[src/rtl/mac_vector_driver.sv]
// Initiator-side stream controller for the MAC: buffers one operand vector, clears and feeds the
// MAC, counts result strobes and hands the final dot product downstream. Optional MAC_DRV_SAT_FLAG_EN adds m_sat.
module mac_vector_driver #(
    parameter int VEC_LEN       = 8,
    parameter int CAPTURE_DELAY = 1
) (
    input  logic        clk,
    input  logic        reset,
    input  logic        s_valid,
    output logic        s_ready,
    input  logic [9:0]  s_a,
    input  logic [9:0]  s_b,
    output logic [9:0]  mac_a,
    output logic [9:0]  mac_b,
    output logic        mac_valid_in,
    output logic        mac_clr,
    input  logic [19:0] mac_f,
    input  logic        mac_valid_out,
    output logic [19:0] m_data,
    output logic        m_valid,
    input  logic        m_ready
`ifdef MAC_DRV_SAT_FLAG_EN
    ,
    output logic        m_sat
`endif
);

    localparam int CW    = $clog2(VEC_LEN + 1);
    localparam int AW    = (VEC_LEN > 1) ? $clog2(VEC_LEN) : 1;
    localparam int DEPTH = 1 << AW;
    localparam logic [CW-1:0] LEN_C  = CW'(VEC_LEN);
    localparam logic [CW-1:0] LAST_C = CW'(VEC_LEN - 1);
    localparam logic [1:0]    DLY_LAST = 2'(CAPTURE_DELAY - 1);

    typedef enum logic [2:0] {
        S_LOAD    = 3'd0,
        S_CLEAR   = 3'd1,
        S_STREAM  = 3'd2,
        S_DRAIN   = 3'd3,
        S_CAPTURE = 3'd4,
        S_OUT     = 3'd5
    } state_t;

    state_t state_q, state_d;

    logic [9:0]    buf_a_q [DEPTH];
    logic [9:0]    buf_b_q [DEPTH];
    logic          buf_we_s;
    logic [CW-1:0] wr_cnt_q, wr_cnt_d;
    logic [CW-1:0] rd_cnt_q, rd_cnt_d;
    logic [CW-1:0] rx_cnt_q, rx_cnt_d;
    logic [1:0]    dly_cnt_q, dly_cnt_d;
    logic          rx_hit_s;

    logic [9:0]  mac_a_q, mac_a_d;
    logic [9:0]  mac_b_q, mac_b_d;
    logic        mac_valid_in_q, mac_valid_in_d;
    logic        mac_clr_q, mac_clr_d;
    logic [19:0] m_data_q, m_data_d;
    logic        m_valid_q, m_valid_d;
`ifdef MAC_DRV_SAT_FLAG_EN
    logic        m_sat_q, m_sat_d;

    function automatic logic is_sat(input logic [19:0] v);
        return (v == 20'h7FFFF) || (v == 20'h80000);
    endfunction
`endif

    assign s_ready  = (state_q == S_LOAD);
    assign buf_we_s = (state_q == S_LOAD) && s_valid;
    // The final strobe may be the one arriving this very cycle.
    assign rx_hit_s = (rx_cnt_q == LEN_C) || (mac_valid_out && (rx_cnt_q == LAST_C));

    // State register.
    always_ff @(posedge clk) begin
        if (reset) begin
            state_q <= S_LOAD;
        end else begin
            state_q <= state_d;
        end
    end

    // Next-state decode.
    always_comb begin
        state_d = state_q;
        case (state_q)
            S_LOAD: begin
                if (s_valid && (wr_cnt_q == LAST_C)) state_d = S_CLEAR;
                else                                 state_d = S_LOAD;
            end
            S_CLEAR:  state_d = S_STREAM;
            S_STREAM: begin
                if (rd_cnt_q == LEN_C) state_d = S_DRAIN;
                else                   state_d = S_STREAM;
            end
            S_DRAIN: begin
                // With no capture delay the result is sampled straight out of DRAIN.
                if (rx_hit_s) state_d = (CAPTURE_DELAY == 0) ? S_OUT : S_CAPTURE;
                else          state_d = S_DRAIN;
            end
            S_CAPTURE: begin
                if (dly_cnt_q == DLY_LAST) state_d = S_OUT;
                else                       state_d = S_CAPTURE;
            end
            S_OUT: begin
                if (m_ready) state_d = S_LOAD;
                else         state_d = S_OUT;
            end
            default: state_d = S_LOAD;
        endcase
    end

    // Counter and registered-output next values, keyed on the upcoming state.
    always_comb begin
        wr_cnt_d       = wr_cnt_q;
        rd_cnt_d       = rd_cnt_q;
        rx_cnt_d       = rx_cnt_q;
        dly_cnt_d      = dly_cnt_q;
        mac_a_d        = mac_a_q;
        mac_b_d        = mac_b_q;
        mac_valid_in_d = 1'b0;
        mac_clr_d      = 1'b0;
        m_data_d       = m_data_q;
        m_valid_d      = (state_d == S_OUT);
`ifdef MAC_DRV_SAT_FLAG_EN
        m_sat_d        = m_sat_q;
`endif

        if (buf_we_s) wr_cnt_d = wr_cnt_q + 1'b1;
        else          wr_cnt_d = wr_cnt_d;

        if (state_d == S_CLEAR) begin
            mac_clr_d = 1'b1;
            rd_cnt_d  = '0;
            rx_cnt_d  = '0;
        end else if (state_d == S_STREAM) begin
            mac_a_d        = buf_a_q[rd_cnt_q[AW-1:0]];
            mac_b_d        = buf_b_q[rd_cnt_q[AW-1:0]];
            mac_valid_in_d = 1'b1;
            rd_cnt_d       = rd_cnt_q + 1'b1;
        end else begin
            rd_cnt_d = rd_cnt_d;
        end

        if (((state_q == S_STREAM) || (state_q == S_DRAIN)) && mac_valid_out && (rx_cnt_q != LEN_C))
            rx_cnt_d = rx_cnt_q + 1'b1;
        else
            rx_cnt_d = rx_cnt_d;

        if (state_d == S_CAPTURE) dly_cnt_d = (state_q == S_CAPTURE) ? dly_cnt_q + 2'd1 : 2'd0;
        else                      dly_cnt_d = dly_cnt_q;

        if ((state_d == S_OUT) && (state_q != S_OUT)) begin
            m_data_d = mac_f;
`ifdef MAC_DRV_SAT_FLAG_EN
            m_sat_d  = is_sat(mac_f);
`endif
        end else begin
            m_data_d = m_data_d;
        end

        if ((state_q == S_OUT) && (state_d == S_LOAD)) wr_cnt_d = '0;
        else                                           wr_cnt_d = wr_cnt_d;
    end

    // Counters and registered outputs.
    always_ff @(posedge clk) begin
        if (reset) begin
            wr_cnt_q       <= '0;
            rd_cnt_q       <= '0;
            rx_cnt_q       <= '0;
            dly_cnt_q      <= 2'd0;
            mac_a_q        <= 10'd0;
            mac_b_q        <= 10'd0;
            mac_valid_in_q <= 1'b0;
            mac_clr_q      <= 1'b0;
            m_data_q       <= 20'd0;
            m_valid_q      <= 1'b0;
`ifdef MAC_DRV_SAT_FLAG_EN
            m_sat_q        <= 1'b0;
`endif
        end else begin
            wr_cnt_q       <= wr_cnt_d;
            rd_cnt_q       <= rd_cnt_d;
            rx_cnt_q       <= rx_cnt_d;
            dly_cnt_q      <= dly_cnt_d;
            mac_a_q        <= mac_a_d;
            mac_b_q        <= mac_b_d;
            mac_valid_in_q <= mac_valid_in_d;
            mac_clr_q      <= mac_clr_d;
            m_data_q       <= m_data_d;
            m_valid_q      <= m_valid_d;
`ifdef MAC_DRV_SAT_FLAG_EN
            m_sat_q        <= m_sat_d;
`endif
        end
    end

    // Operand buffer; contents are don't-care after reset.
    always_ff @(posedge clk) begin
        if (buf_we_s) begin
            buf_a_q[wr_cnt_q[AW-1:0]] <= s_a;
            buf_b_q[wr_cnt_q[AW-1:0]] <= s_b;
        end else begin
            buf_a_q[wr_cnt_q[AW-1:0]] <= buf_a_q[wr_cnt_q[AW-1:0]];
            buf_b_q[wr_cnt_q[AW-1:0]] <= buf_b_q[wr_cnt_q[AW-1:0]];
        end
    end

    assign mac_a        = mac_a_q;
    assign mac_b        = mac_b_q;
    assign mac_valid_in = mac_valid_in_q;
    assign mac_clr      = mac_clr_q;
    assign m_data       = m_data_q;
    assign m_valid      = m_valid_q;
`ifdef MAC_DRV_SAT_FLAG_EN
    assign m_sat        = m_sat_q;
`endif

endmodule

[config.mk]
export PLATFORM = sky130hd
export DESIGN_NAME = mac_vector_driver
export DESIGN_NICKNAME = d
export VERILOG_FILES = /design/src/rtl/mac_vector_driver.sv
export SDC_FILE = /design/constraint.sdc
export NUM_CORES = 1
export LEC_CHECK = 0
export CORE_ASPECT_RATIO = 1.5
export CORE_MARGIN = 2
export CORE_UTILIZATION = 36
export CTS_BUF_LIST = sky130_fd_sc_hd__clkbuf_8
export DETAILED_ROUTE_END_ITERATION = 6
export MAX_ROUTING_LAYER = met4
export RECOVER_POWER = 100
export SYNTH_ARGS = -nofsm -noshare
export SYNTH_HDL_FRONTEND = slang
export SYNTH_SLANG_ARGS = --single-unit
[constraint.sdc]
create_clock -name clk -period 2.9 [get_ports clk]
set_input_delay 0.58 -clock clk [delete_from_list [all_inputs] [get_ports clk]]
set_output_delay 0.58 -clock clk [all_outputs]
set_load 0.005 [all_outputs]
==> impl_metrics.ini <==
[route]
wl_per_cell_um = 18.1
firstDrtPassIters = 4
drtAntennaViolNets = 0
drc = 0
vias = 4607
first_iter_violations = 234
wl_um = 16800
vias_per_cell = 4.99

[worst_setup_path]
regToRegSetupSlack_ps = 540
worstPathArrival_ps = 1860
crit_path_start_kind = register
required_ps = 2320
critPathKind = reg -> out
cp-end-kind = output pin
cp_max_fo = 11

[timing]
maxSlewViolCount = 0
finalHoldViolations = 0
tns_ps = 0
fin_crit_ps = 2440
relSlewSlack_pct = 36.8
grt_setup_unrepaired = false
worst_pin_slew_ps = 947
hold_ws_ps = 450
setup_viol = 0
fmax_mhz = 410
clock_skew_ps = 15.6
fin_crit_sh_pct = 84.2

[floorplan]
die_area_um2 = 24600
die_h_um = 191
io_pins = 89
core_um2 = 23000
rows = 68
fp.dieW_um = 129
initial_utilization_pct = 36.5

[placed_design]
port_buffers = 88
gp_congestion = 0.745
dp_cells = 865
hpwl_um = 10400

[layout]
layout-drive-gt1-share_pct = 16.8
syn_to_final_growth_pct = 21.4
fill_cells = 2024
multi_input_area_um2 = 2220
seq_area_um2 = 6010
antenna_cells = 0
layoutNonFillerInstCount = 923
fin_nets = 669

[synth]
synth_adder_area_share_pct = 0.895
yosys.area.top_type = edfxtp_1
ys.flop_type = edfxtp_1
synth_area_um2 = 8380
synth-edff-count = 160
syn_inst = 513
yosysWarnings = 0
synthTopCellsByArea = edfxtp_1, dfxtp_1, mux4_2, mux2i_1, nand2_1
async_flop_share_pct = 0
synth_compound_area_share_pct = 4.36
synth.most_common_cell = edfxtp_1
synth_mux_area_share_pct = 13.6
synth-simple-area-share_pct = 6.95
syn-num-nets = 564
synth_top_family_by_area = multiplexers
synthDistinctLibCells = 42
ys_top_cells_by_count = edfxtp_1, dfxtp_1, nand2_1
synth_top_area_share_pct = 57.3
avgSynthCellArea_um2 = 16.3
synth_xor_area_share_pct = 0.522
synth-seq-area-share_pct = 71.6
ys_ff_latch = 220

[global_routing]
grt_max_degree = 44
met1_usage_pct = 15.7
grtUsageMet3_pct = 2.41
gr-usage-all-layers_pct = 14.1
use_met2_pct = 26.1
grt_busiest_layer = met2
antenna_found_initial = 0
grt.overflow.total = 0
grt_pass1_vias = 4789
grt_pass1_wl_um = 25900

[cts]
insertion_delay_ps = 550
ctsLongestPathBuffers = 3
htreeDepth = 1
post_cts_resized = 0
cts_tree = yes
cts_root_buf = clkbuf_8
postCtsHoldBufs = 0
cts.sinks = 220
clk_pin_slew_worst_paths_ps = 60
cts-buffers-inserted = 31
postCtsSetupRepairBufs = 0

[outcome]
status = finished clean

[job]
maxCapViolCount = 0

[pwr]
p_leak_nw = 3.34
irDropWorstVdd_mv = 0.304
cellPowerDensity_nw_per_um2 = 578

[worst_hold_path]
hp-class = reg -> reg
-- cell type report --
cell class                      instances  area share, %
Clock buffer                           34           4.60
Clock inverter                         24           1.25
Inverter                                6          0.221
Multi-Input combinational cell        257           21.8
Sequential cell                       220           59.0
Tap cell                              280           3.44
Timing Repair Buffer                  102           9.65
-- worst paths after layout --
path | from | end | depth (start not counted)
max | state_q[2] | s_ready | 2
min reg2reg | m_data[1] | m_data[1] | 2
max reg2reg | state_q[2] | buf_b_q[0][0] | 4
min | m_data[1] | m_data[1] | 2
-- flip-flops by register name (all words and copies together), names as in the netlist, 2 cells and up --
register,count
mac_a,10
m_data,20
rx_cnt_q,4
state_q,3
buf_a_q,80
dly_cnt_q,2
mac_b,10
buf_b_q,80
wr_cnt_q,4
rd_cnt_q,4
-- critical path, cell delays in order, from the launching register on --
cell and delay (ps):
dfxtp_1 610, nor3_1 110, dlygate4sd3_1 610
-- cell families after synthesis --
group / Yosys count
flops: 220
simple gates: 125
mux: 64
compound gates: 57
buf+inv: 36
fa+ha+maj: 6
xor+xnor: 5
-- power breakdown --
part / switching, mW / total, mW / internal (mW)
logic: 0.105 / 0.192 / 0.0871
clock network: 1.09 / 2.26 / 1.17
registers: 0.0128 / 3.44 / 3.42
-- per-layer routing --
layer / wire length [um] / vias up
li1: - / 2165
met1: 6490 / 2293
met2: 9130 / 130
met3: 882 / 19
met4: 252 / 0
met5: 0 / -
-- cells in the final DEF, fill, tap and decap left out, types with 6 or more instances in the layout --
cell type and instances:
dlygate4sd3_1 64, mux2i_1 23, mux4_2 40, inv_1 16, nor2_1 34, clkinv_2 6
ha_1 6, clkinv_1 6, nand3_1 7, a211oi_1 20, dfxtp_1 58, edfxtp_1 160
nor2b_1 7, nand2_1 49, clkbuf_2 8, nand2b_1 7, clkbuf_8 34, a21oi_1 26
clkdlybuf4s50_1 23
-- per-stage QoR --
| stage | worst slack [ps] | utilization (%) | power (mW) | area (um2) |
|---|---|---|---|---|
| floorplan | 27.2 | - | 3.57 | 8390 |
| detailed placement | 396 | 42.2 | 3.72 | 9700 |
| finish | 459 | 44.3 | 5.89 | 10200 |
| global placement | 421 | 42.2 | 3.70 | 9700 |
| CTS | 502 | 44.8 | 5.99 | 10300 |
| global route | 348 | 44.3 | 6.12 | 10200 |
(Power assumes the default switching activity.)
